$ cat src/rtl/ps2_timebase_gen_if.sv
// Control/status bundle for the PS2 multi-channel timebase generator.
// The master drives enables, align and divisor writes; the slave returns the clocks and status.
interface ps2_timebase_gen_if #(
    parameter int NUM_CH = 2,
    parameter int CNT_W  = 16
);
    logic [NUM_CH-1:0] ch_en;
    logic              align;
    logic              wr_en;
    logic [2:0]        wr_ch;
    logic [CNT_W-1:0]  wr_div;
    logic [NUM_CH-1:0] clk_out;
    logic [NUM_CH-1:0] tick;
    logic [NUM_CH-1:0] pending;

    modport master (
        output ch_en, align, wr_en, wr_ch, wr_div,
        input  clk_out, tick, pending
    );

    modport slave (
        input  ch_en, align, wr_en, wr_ch, wr_div,
        output clk_out, tick, pending
    );
endinterface

$ cat src/rtl/ps2_timebase_gen.sv
// Multi-channel square-wave timebase with run-time reprogrammable half-period divisors.
// A new divisor sits in a shadow register until the channel's next half-period boundary.
module ps2_timebase_gen #(
    parameter int                        NUM_CH  = 2,
    parameter int                        CNT_W   = 16,
    parameter logic [NUM_CH*CNT_W-1:0]   DEF_DIV = {16'd25500, 16'd150}
) (
    input  logic                 sys_clk,
    input  logic                 rst,
    ps2_timebase_gen_if.slave    bus
);

    localparam logic [CNT_W-1:0] ONE = CNT_W'(1);

    genvar gi;
    generate
        for (gi = 0; gi < NUM_CH; gi++) begin : gen_ch
            localparam logic [CNT_W-1:0] DEF_CH = DEF_DIV[gi*CNT_W +: CNT_W];

            logic [CNT_W-1:0] cnt_reg;
            logic [CNT_W-1:0] active_div_reg;
            logic [CNT_W-1:0] shadow_div_reg;
            logic             clk_reg;
            logic             tick_reg;
            logic             pending_reg;
            logic [CNT_W-1:0] eff_div;
            logic             wrap;
            logic             wr_hit;

            // A zero divisor behaves as one, giving the fastest 2-cycle period.
            assign eff_div = (active_div_reg == '0) ? ONE : active_div_reg;
            assign wrap    = (cnt_reg == eff_div - ONE);
            // Out-of-range channel numbers never match any gi, so they fall away here.
            assign wr_hit  = bus.wr_en && (bus.wr_ch == 3'(gi));

            always_ff @(posedge sys_clk) begin
                if (rst) begin
                    cnt_reg        <= '0;
                    clk_reg        <= 1'b0;
                    tick_reg       <= 1'b0;
                    pending_reg    <= 1'b0;
                    active_div_reg <= DEF_CH;
                    shadow_div_reg <= DEF_CH;
                end else if (bus.align) begin
                    cnt_reg     <= '0;
                    clk_reg     <= 1'b0;
                    tick_reg    <= 1'b0;
                    pending_reg <= 1'b0;
                    if (wr_hit) begin
                        active_div_reg <= bus.wr_div;
                        shadow_div_reg <= bus.wr_div;
                    end else begin
                        active_div_reg <= shadow_div_reg;
                    end
                end else begin
                    tick_reg <= 1'b0;
                    if (wr_hit) begin
                        shadow_div_reg <= bus.wr_div;
                    end
                    if (bus.ch_en[gi] && wrap) begin
                        cnt_reg     <= '0;
                        clk_reg     <= ~clk_reg;
                        tick_reg    <= ~clk_reg;
                        pending_reg <= 1'b0;
                        // A write landing on the boundary takes effect immediately.
                        active_div_reg <= wr_hit ? bus.wr_div : shadow_div_reg;
                    end else begin
                        if (bus.ch_en[gi]) begin
                            cnt_reg <= cnt_reg + ONE;
                        end
                        if (wr_hit) begin
                            pending_reg <= 1'b1;
                        end
                    end
                end
            end

            assign bus.clk_out[gi] = clk_reg;
            assign bus.tick[gi]    = tick_reg;
            assign bus.pending[gi] = pending_reg;
        end
    endgenerate

endmodule

$ cat src/flat_wrapper.sv
// flat-port wrapper written by rule: the top's interface ports become plain ports
module ps2_timebase_gen_flat 
#(
    parameter int                        NUM_CH  = 2,
    parameter int                        CNT_W   = 16,
    parameter logic [NUM_CH*CNT_W-1:0]   DEF_DIV = {16'd25500, 16'd150}
)
  (sys_clk, rst, bus_ch_en, bus_align, bus_wr_en, bus_wr_ch, bus_wr_div, bus_clk_out, bus_tick, bus_pending);
  ps2_timebase_gen_if #(.NUM_CH(NUM_CH), .CNT_W(CNT_W)) bus_i ();
  input  logic sys_clk;
  input  logic rst;
  input wire logic [$bits(bus_i.ch_en)-1:0] bus_ch_en;
  input wire logic [$bits(bus_i.align)-1:0] bus_align;
  input wire logic [$bits(bus_i.wr_en)-1:0] bus_wr_en;
  input wire logic [$bits(bus_i.wr_ch)-1:0] bus_wr_ch;
  input wire logic [$bits(bus_i.wr_div)-1:0] bus_wr_div;
  output wire logic [$bits(bus_i.clk_out)-1:0] bus_clk_out;
  output wire logic [$bits(bus_i.tick)-1:0] bus_tick;
  output wire logic [$bits(bus_i.pending)-1:0] bus_pending;
  assign bus_i.ch_en = bus_ch_en;
  assign bus_i.align = bus_align;
  assign bus_i.wr_en = bus_wr_en;
  assign bus_i.wr_ch = bus_wr_ch;
  assign bus_i.wr_div = bus_wr_div;
  assign bus_clk_out = bus_i.clk_out;
  assign bus_tick = bus_i.tick;
  assign bus_pending = bus_i.pending;
  ps2_timebase_gen #(.NUM_CH(NUM_CH), .CNT_W(CNT_W), .DEF_DIV(DEF_DIV)) u_core (.sys_clk(sys_clk), .rst(rst), .bus(bus_i));
endmodule
$ cat config.mk
export PLATFORM = sky130hd
export DESIGN_NAME = ps2_timebase_gen_flat
export DESIGN_NICKNAME = d
export VERILOG_FILES = /design/src/rtl/ps2_timebase_gen_if.sv /design/src/rtl/ps2_timebase_gen.sv /design/src/flat_wrapper.sv
export SDC_FILE = /design/constraint.sdc
export NUM_CORES = 1
export LEC_CHECK = 0
export BUFFER_PORTS_ARGS = -buffer_cell sky130_fd_sc_hd__buf_2
export CORE_MARGIN = 3
export CORE_UTILIZATION = 61
export CTS_CLUSTER_SIZE = 40
export DETAILED_ROUTE_END_ITERATION = 6
export PLACE_DENSITY = 0.77
export SLEW_MARGIN = 20
export SYNTH_ARGS = -nofsm -noshare
export SYNTH_HDL_FRONTEND = slang
export SYNTH_SLANG_ARGS = --single-unit
$ cat constraint.sdc
create_clock -name sys_clk -period 4.72 [get_ports sys_clk]
set_input_delay 0.472 -clock sys_clk [delete_from_list [all_inputs] [get_ports sys_clk]]
set_output_delay 0.472 -clock sys_clk [all_outputs]
set_load 0.02 [all_outputs]
-- Word-level counts from Yosys, hierarchy flattened
Index checks and enable logic that the tools add are counted.
W data, S select, Z words.
- eq/ne operators: 3
- $add $sub $neg: 4
- bitwise logic cells: 4
- reductions and logical operators: 14
- multiplexer cells: 8
- operator list (operator ; number):
    $mux W16 ; 8
    $add A16 B1 Y16 const B ; 2
    $eq A16 B16 Y1 ; 2
    $logic_not A16 Y1 ; 2
    $sub A16 B1 Y16 const B ; 2
    $reduce_or A3 Y1 ; 4
    $logic_and A1 B1 Y1 ; 4
    $not A1 Y1 ; 4
    $reduce_bool A2 Y1 ; 2
    $eq A3 B1 Y1 const B ; 1
    $logic_not A3 Y1 ; 1
    $reduce_or A2 Y1 ; 1
- bits of input ports: 25
- logic and storage cells: 45
- flip-flop bits (word level): 102

-- Logic depth before layout (Yosys ltp)
Gate-level depths: netlist of the first run.
- word-level depth: 7
- gate-level depth with buffers: 13
- mapped depth without buffers: 11

-- Worst setup path after synthesis of the first run
Ideal clock, no wire load.
- kind: register -> register
- start: reg u_core.gen_ch[1].active_div_reg[10]
- end: reg u_core.gen_ch[1].active_div_reg[13]
- buffers on the path: 1
- setup slack: 1247 ps
- data required time: 4603 ps
- stages on the path, launching flop included: 13
- arrival: 3356 ps
- path through: dfxtp_1 -> nor4_2 -> and2_1 -> a41oi_1 -> ha_1 -> nor3b_1 -> and3_1 -> or3_1 -> and2_1 -> or4bb_1 -> nand4bb_1 -> clkbuf_1 -> a32o_1
- cells in the longest elaborated chain, start to end: 6
- RTL lines (element ; RTL line ; source):
    from (decl) ; ps2_timebase_gen.sv:21 ; logic [CNT_W-1:0] active_div_reg;
    from (signal assigned) ; ps2_timebase_gen.sv:50 ; active_div_reg <= bus.wr_div;
    from (signal assigned) ; ps2_timebase_gen.sv:53 ; active_div_reg <= shadow_div_reg;
    from (signal assigned) ; ps2_timebase_gen.sv:66 ; active_div_reg <= wr_hit ? bus.wr_div : shadow_div_reg;
    $logic_not A16 Y1 ; ps2_timebase_gen.sv:31 ; assign eff_div = (active_div_reg == '0) ? ONE : active_div_reg;
    $mux W16 (*) ; ps2_timebase_gen.sv:31 ;
    $sub A16 B1 Y16 (*) ; ps2_timebase_gen.sv:32 ; assign wrap = (cnt_reg == eff_div - ONE);
    $eq A16 B16 Y1 (*) ; ps2_timebase_gen.sv:32 ;
    $logic_and A1 B1 Y1 (*) ; ps2_timebase_gen.sv:60 ; if (bus.ch_en[gi] && wrap) begin
    $reduce_bool A2 Y1 (no source line) (*) ; -- ;
Mark *: on every way between the ends. The rest lies on a longest branch, timed or not.
A chain may end at the register's enable or synchronous reset.

-- Worst setup path in the final report of the first run
- start: reg u_core.gen_ch[0].active_div_reg[10]
- end: reg u_core.gen_ch[0].cnt_reg[1]
- cells in the longest elaborated chain, start to end: 6
- RTL lines (element ; RTL line ; source):
    from (decl) ; ps2_timebase_gen.sv:21 ;
    from (signal assigned) ; ps2_timebase_gen.sv:50 ;
    from (signal assigned) ; ps2_timebase_gen.sv:53 ;
    from (signal assigned) ; ps2_timebase_gen.sv:66 ;
    $logic_not A16 Y1 ; ps2_timebase_gen.sv:31 ;
    $mux W16 (*) ; ps2_timebase_gen.sv:31 ;
    $sub A16 B1 Y16 (*) ; ps2_timebase_gen.sv:32 ;
    $eq A16 B16 Y1 (*) ; ps2_timebase_gen.sv:32 ;
    $logic_and A1 B1 Y1 (*) ; ps2_timebase_gen.sv:60 ;
    $reduce_or A3 Y1 (no source line) (*) ; -- ;
    to (signal assigned) ; ps2_timebase_gen.sv:69 ; cnt_reg <= cnt_reg + ONE;
    to (decl) ; ps2_timebase_gen.sv:20 ; logic [CNT_W-1:0] cnt_reg;
Marked as above.

==> results of run 1 <==
placed cells by master (no fill, tap or decap), types with 4 or more instances in the layout:
cell type  netlist  layout
o31ai_1          4       4
or2_2            6       6
inv_1            6       6
mux2i_1          6       6
nor2_1          59      58
dfxtp_1        102     102
o21ai_0          5       5
and2_1           5       5
o32a_1          21      21
a21oi_1         24      24
or3_1            7       7
clkbuf_8         0      10
nand4b_1         4       4
nand2_1         95      95
ha_1             4       4
or4_1            6       6
a32o_1          12      12
nor2b_1          6       6
nor3_1           9       9
nor4_1           7       7
xor2_1          27      27
nand4_1         19      19
o211ai_1         4       4
buf_2            7      30
xnor2_1         25      25
and3_1          12      12
nand3b_1        14      14
o21a_1           6       6
nand2b_1         4       4
nand3_1         20      20
cell families after synthesis:
| kind of cell | Yosys count |
|---|---|
| AO/OA/AOI/OAI | 107 |
| XOR/XNOR | 52 |
| adder cells (fa/ha/maj) | 4 |
| buffers and inverters | 45 |
| flip-flops | 102 |
| multiplexers | 7 |
| AND/OR/NAND/NOR | 297 |
stage by stage:
step	cell area [um2]	setup WS, ns	total power, uW	utilization, %
floorplan	5230	1.25	1050	-
global placement	5330	0.880	1100	64.6
detailed placement	5330	0.790	1100	64.6
CTS	5550	0.742	1680	67.2
global route	5550	0.436	1740	67.2
finish	5550	0.705	1670	67.2
routing by layer:
metal / GRT usage [%] / wire length, um / vias up
li1: - / - / 2229
met1: 32.8 / 5270 / 2131
met2: 44.9 / 6270 / 110
met3: 4.25 / 525 / 25
met4: 10.3 / 356 / 0
met5: 0 / 0 / -
Yosys cell counts, types with 5 or more instances:
| cell | instances |
|---|---|
| a21oi_1 | 24 |
| a32o_1 | 12 |
| and2_1 | 5 |
| and3_1 | 12 |
| buf_2 | 7 |
| buf_4 | 9 |
| clkbuf_1 | 21 |
| dfxtp_1 | 102 |
| inv_1 | 6 |
| mux2i_1 | 6 |
| nand2_1 | 95 |
| nand3_1 | 20 |
| nand3b_1 | 14 |
| nand4_1 | 19 |
| nor2_1 | 59 |
| nor2b_1 | 6 |
| nor3_1 | 9 |
| nor4_1 | 7 |
| o21a_1 | 6 |
| o21ai_0 | 5 |
| o32a_1 | 21 |
| or2_2 | 6 |
| or3_1 | 7 |
| or4_1 | 6 |
| xnor2_1 | 25 |
| xor2_1 | 27 |
how the worst max path moves through the flow:
stage                                                                   to  depth (start not counted)                                              from  slack [ns]
final                             u_core.gen_ch[0].cnt_reg[1]$_SDFFE_PP0P_                         11  u_core.gen_ch[0].active_div_reg[10]$_SDFFE_PP0P_        0.70
after global routing              u_core.gen_ch[0].cnt_reg[5]$_SDFFE_PP0P_                         11  u_core.gen_ch[0].active_div_reg[10]$_SDFFE_PP0P_        0.44
after CTS                         u_core.gen_ch[0].cnt_reg[5]$_SDFFE_PP0P_                         11  u_core.gen_ch[0].active_div_reg[10]$_SDFFE_PP0P_        0.74
after detailed placement          u_core.gen_ch[0].cnt_reg[5]$_SDFFE_PP0P_                         11  u_core.gen_ch[0].active_div_reg[10]$_SDFFE_PP0P_        0.79
after global placement     u_core.gen_ch[1].active_div_reg[7]$_SDFFE_PP1P_                         11  u_core.gen_ch[1].active_div_reg[10]$_SDFFE_PP0P_        0.88
after floorplan           u_core.gen_ch[1].active_div_reg[13]$_SDFFE_PP1P_                         12  u_core.gen_ch[1].active_div_reg[10]$_SDFFE_PP0P_        1.25
report_power, final:
group / leakage [uW] / internal, uW / switching (uW)
sequential: 0.000831 / 886 / 36.6
combinational: 0.00107 / 69.7 / 91.7
clock: 0.000105 / 268 / 317
worst register-to-register path: cells and delay by family (launching register included):
family,cells,cell delay (ns)
adders and majority gates,1,0.26
DFF,1,0.52
and+or+nand+nor,6,1.99
AOI/OAI and AO/OA,4,1.10
cell type report:
type / count / area (um2)
multi-input combinational: 467 / 2970
tap: 105 / 131
clock buffer: 10 / 138
clock inverter: 6 / 75.1
sequential: 102 / 2040
fill: 701 / 2710
timing repair buffer: 33 / 173
inverter: 6 / 22.5
==> results_dict.tcl, run 1 <==
set metrics [dict create \
    outcome "complete, no violations" \
    min_period_ns 4.02 \
    crit_chain "nor3_2 -> and3_1 -> a31oi_1 -> ha_1 -> or3b_2 -> or4_1 -> o31ai_1 -> o211ai_1 -> or4_4 -> o21ai_2 -> nor2_1" \
    clock-skew-final_ns 0.0108 \
    finalNetCount 648 \
    post_syn_area_um2 5230 \
    yosysWarningCount 0 \
    cp_max_fo 21 \
    placement_rows 33 \
    hold_path.startpoint "bus_wr_div[2]" \
    yosysUniqueCellTypes 68 \
    portBuffers 30 \
    final-hold-violation-count 0 \
    drv_slew 0 \
    antenna_violations_before_repair 0 \
    tritoncts_clock_tree "done" \
    effective_utilization_at_floorplan_pct 63.4 \
    cp_data_arrival_time_ns 4.24 \
    fmax_mhz 249 \
    netlist_instances 614 \
    worst_setup_hold_path_clk_slew_ns 0.10 \
    die_width_um 98.6 \
    detail_route.drc_violations 0 \
    netlist.area_leader.share_pct 39.0 \
    reg2reg_setup_slack_ns 0.70 \
    worst_path_dominant_cell_family "simple AND/OR/NAND/NOR gates" \
    drt_wl_total_um 12400 \
    vdd_drop_max_v 0.000140 \
    inserted_clock_buffers 9 \
    synth.mux.area_fraction_pct 1.36 \
    cap_viol_max_count 0 \
    clk_latency_ns 0.37 \
    grt_setup_unrepaired "false" \
    worstSetupStartpointType "register" \
    power_density_nw_per_um2 301 \
    largest_net_degree_at_the_start_of_global_routing 35 \
    grt_pass1_vias 4245 \
    post-cts-setup-buffers 0 \
    critPathCaptureType "register" \
    routedWlPerCell_um 17.0 \
    post-dp-hpwl_um 9270 \
    synth.ff_latch_count 102 \
    worstReg2RegEnd "u_core.gen_ch[0].cnt_reg[1]$_SDFFE_PP0P_" \
    first_pass_iters 5 \
    cpMaxStageDelayCell "o21ai_2" \
    finalWeightedCongestion 0.964 \
    crit_buf_inv 0 \
    grt_pass1_wl_um 20800 \
    synthesis.area_per_instance_um2 8.52 \
    synth_enable_flop_cells 0 \
    min_path_type "input port to register" \
    power.static_leakage_uw 0.00201 \
    yosys.area_share.adder_pct 0.956 \
    clock_tree.htree_level_count 3 \
    setup_viol 0 \
    synth-compound-area-share_pct 16.2 \
    timing.final.crit_share_pct 85.1 \
    netlist.top_cell.by_area "dfxtp_1" \
    maximum_root_to_sink_buffer_count 2 \
    ctsResizeCount 0 \
    post_synth_and_or_nand_nor_area_fraction_pct 29.5 \
    critical_path_required_ns 4.94 \
    synth.top_cells.by_area "dfxtp_1 39%, nand2_1 6.8%, xor2_1 4.5%" \
    detail-route-antenna-nets 0 \
    pin_count 31 \
    cts_num_sinks 102 \
    holdWs_ns 0.357 \
    per_cell_via_count_in_the_routed_design 6.17 \
    sequential_to_total_area_share_from_yosys_stat_pct 39.0 \
    layout.cells.non_filler 729 \
    floorplan.die_area_um2 9730 \
    setup_tns_final_ns 0 \
    core_um2 8260 \
    timing.critical_path.slowest_cell_delay_ns 0.67 \
    overflow_left_after_global_routing 0 \
    worst-setup-path-type "register to register" \
    synth_top_family_by_area "simple AND/OR/NAND/NOR gates" \
    hold-path-endpoint "u_core.gen_ch[0].shadow_div_reg[2]$_SDFF_PP1_" \
    crit-reg2reg-launch "u_core.gen_ch[0].active_div_reg[10]$_SDFFE_PP0P_" \
    yosys.area_share.xor_xnor_pct 8.70 \
    drt_first_iter_violations 242 \
    synth_fp_nets 643 \
    clockRootBuffer "clkbuf_8" \
    ant_diodes 0 \
    max_slew_margin_pct 44.5 \
    ys_async_sr_fraction_pct 0 \
    globalRouteTotalUtil_pct 26.1 \
    area_delta_synth_final_pct 6.02 \
    dieHeight_um 98.6 \
    hold_path_depth 3 \
    rr_worst_depth 11 \
    post_route_cells_drive_above_1_share_pct 11.7 \
    tightest_slew_ns 0.832 \
    synthFlopType "dfxtp_1" \
    number_of_vias_in_the_routed_layout 4495 \
    placed_cells 713 \
    cts_hold_bufs 0 \
]
(Power assumes the default switching activity.)
==> run 2: changes to the inputs <==
CORE_UTILIZATION = 63   (was 61)
CTS_BUF_LIST = sky130_fd_sc_hd__clkbuf_4 sky130_fd_sc_hd__clkbuf_8   (was not set)
PLACE_DENSITY = 0.79   (was 0.77)
SLEW_MARGIN = 15   (was 20)
==> run 2 against run 1 <==
Net effect: flip-flop and latch count did not move; worst setup slack improved by 0.0058 ns; total power fell by 5.2%; critical path depth rose by 1; first-iteration DRC count fell by 9.5%; cell count fell by 0.55%; design area fell by 0.79%; die area fell by 3.0%; fmax rose by 0.14%; routed wire length fell by 4.3%; global-route usage fell by 0.47 points; sequential share of layout area rose by 0.29 points.
==> results_dict.tcl, run 2 (synthesis results as in run 1) <==
set metrics [dict create \
    antenna_violations_before_repair 0 \
    core_um2 7890 \
    timing.critical_path.slowest_cell_delay_ns 0.53 \
    min_period_ns 4.01 \
    effective_utilization_at_floorplan_pct 66.4 \
    floorplan.die_area_um2 9440 \
    cap_viol_max_count 0 \
    largest_net_degree_at_the_start_of_global_routing 35 \
    inserted_clock_buffers 9 \
    post-dp-hpwl_um 9080 \
    per_cell_via_count_in_the_routed_design 6.11 \
    critPathCaptureType "register" \
    post-cts-setup-buffers 0 \
    first_pass_iters 5 \
    grt_pass1_wl_um 20100 \
    final_common_cell "dfxtp_1" \
    dieHeight_um 97.1 \
    area_delta_synth_final_pct 5.19 \
    cts_hold_bufs 0 \
    power.total_uw 1580 \
    final_design_area_no_fill_um2 5510 \
    clk_latency_ns 0.36 \
    final_cell_mix "102 x dfxtp_1, 95 x nand2_1, 59 x nor2_1, 30 x buf_2, 27 x xor2_1" \
    placement_rows 32 \
    drt_wl_total_um 11900 \
    detail-route-antenna-nets 0 \
    pin_count 31 \
    number_of_vias_in_the_routed_layout 4432 \
    ctsResizeCount 0 \
    critical_path_required_ns 5.02 \
    finalWeightedCongestion 0.921 \
    detailed_place.area_um2 5330 \
    min_path_type "input port to register" \
    overflow_left_after_global_routing 0 \
    worst-setup-path-type "register to register" \
    clockRootBuffer "clkbuf_8" \
    final-hold-violation-count 0 \
    post_route_cells_drive_above_1_share_pct 11.4 \
    worst_setup_hold_path_clk_slew_ns 0.09 \
    power_density_nw_per_um2 288 \
    drv_slew 0 \
    ant_diodes 0 \
    cp_data_arrival_time_ns 4.31 \
    maximum_root_to_sink_buffer_count 2 \
    drt_first_iter_violations 219 \
    tightest_slew_ns 1.06 \
    power.static_leakage_uw 0.00199 \
    vdd_drop_max_v 0.000172 \
    clock_tree.htree_level_count 3 \
    fmax_mhz 249 \
    die_width_um 97.1 \
    timing.final.crit_share_pct 84.9 \
    tritoncts_clock_tree "done" \
    max_slew_margin_pct 28.9 \
    routedWlPerCell_um 16.4 \
    holdWs_ns 0.370 \
    grt_pass1_vias 4196 \
    setup_viol 0 \
    clock-skew-final_ns 0.0111 \
    setup_tns_final_ns 0 \
    crit_chain "nor3_2 -> and3_1 -> a31oi_1 -> ha_1 -> or3b_2 -> or4_1 -> o31ai_1 -> o211ai_1 -> or4_4 -> o21ai_2 -> buf_4 -> a32o_1" \
    portBuffers 30 \
    worstSetupStartpointType "register" \
    fillCellCount 666 \
    grt_setup_unrepaired "false" \
    globalRouteTotalUtil_pct 25.6 \
    detail_route.drc_violations 0 \
    cts_num_sinks 102 \
    cpMaxStageDelayCell "or3b_2" \
    finalNetCount 648 \
    cp_max_fo 12 \
    outcome "complete, no violations" \
]
==> run 2: cell types whose count changed in the layout (fill, tap and decap cells not counted), sizes merged <==
| cell | change |
|---|---|
| inv | -1 |
| bufinv | -1 |
| clkbuf | +1 |
==> run 2: final timing paths <==
kind | slack, ns | to | startpoint | depth (start not counted)
worst min register to register | 0.47 | u_core.gen_ch[0].shadow_div_reg[9]$_SDFF_PP0_ | u_core.gen_ch[0].shadow_div_reg[9]$_SDFF_PP0_ | 2
worst max-delay path | 0.71 | u_core.gen_ch[0].active_div_reg[7]$_SDFFE_PP1P_ | u_core.gen_ch[0].active_div_reg[10]$_SDFFE_PP0P_ | 12
worst min-delay path | 0.37 | u_core.gen_ch[1].shadow_div_reg[3]$_SDFF_PP1_ | bus_wr_div[3] | 3
worst max register to register | 0.71 | u_core.gen_ch[0].active_div_reg[7]$_SDFFE_PP1P_ | u_core.gen_ch[0].active_div_reg[10]$_SDFFE_PP0P_ | 12
==> run 2: cell type report <==
| type | count | area [um2] | area share [%] |
|---|---|---|---|
| inverters | 6 | 22.5 | 0.409 |
| well taps | 102 | 128 | 2.32 |
| multi-input cells | 467 | 2970 | 53.9 |
| flip-flops and latches | 102 | 2040 | 37.1 |
| clock inverters | 4 | 30.0 | 0.545 |
| repair buffers | 33 | 173 | 3.14 |
| clock buffers | 11 | 145 | 2.64 |
==> run 2: critical path: cells and delay by family (launching register included) <==
kind | cells | cell delay, ns
simple gates | 5 | 1.89
compound gates | 5 | 0.97
flops | 1 | 0.52
fa+ha+maj | 1 | 0.28
buf+inv | 1 | 0.28
==> run 2: metal layers <==
metal / vias to the layer above / share of wire (%) / global-route usage, %
met3: 21 / 3.5 / 4.81
met1: 2085 / 42 / 30.6
li1: 2224 / - / -
met2: 102 / 52 / 45.6
met4: 0 / 2.5 / 9.40
met5: - / 0 / 0
==> run 2: per-stage QoR <==
stage | cells | worst slack (ns) | utilization (%)
after floorplan | 614 | 1.25 | -
final | 725 | 0.711 | 69.8
after global placement | 710 | 0.838 | 67.6
after CTS | 725 | 0.723 | 69.8
after detailed placement | 710 | 0.770 | 67.6
after global routing | 725 | 0.453 | 69.8
==> run 2: where the power goes <==
group / switching (uW) / internal, uW / total [uW] / leakage (uW)
combinational: 87.9 / 69.4 / 157 / 0.00107
sequential: 37.6 / 886 / 924 / 0.000831
clock: 290 / 212 / 502 / 0.0000896
total: 415 / 1170 / 1580 / 0.00199
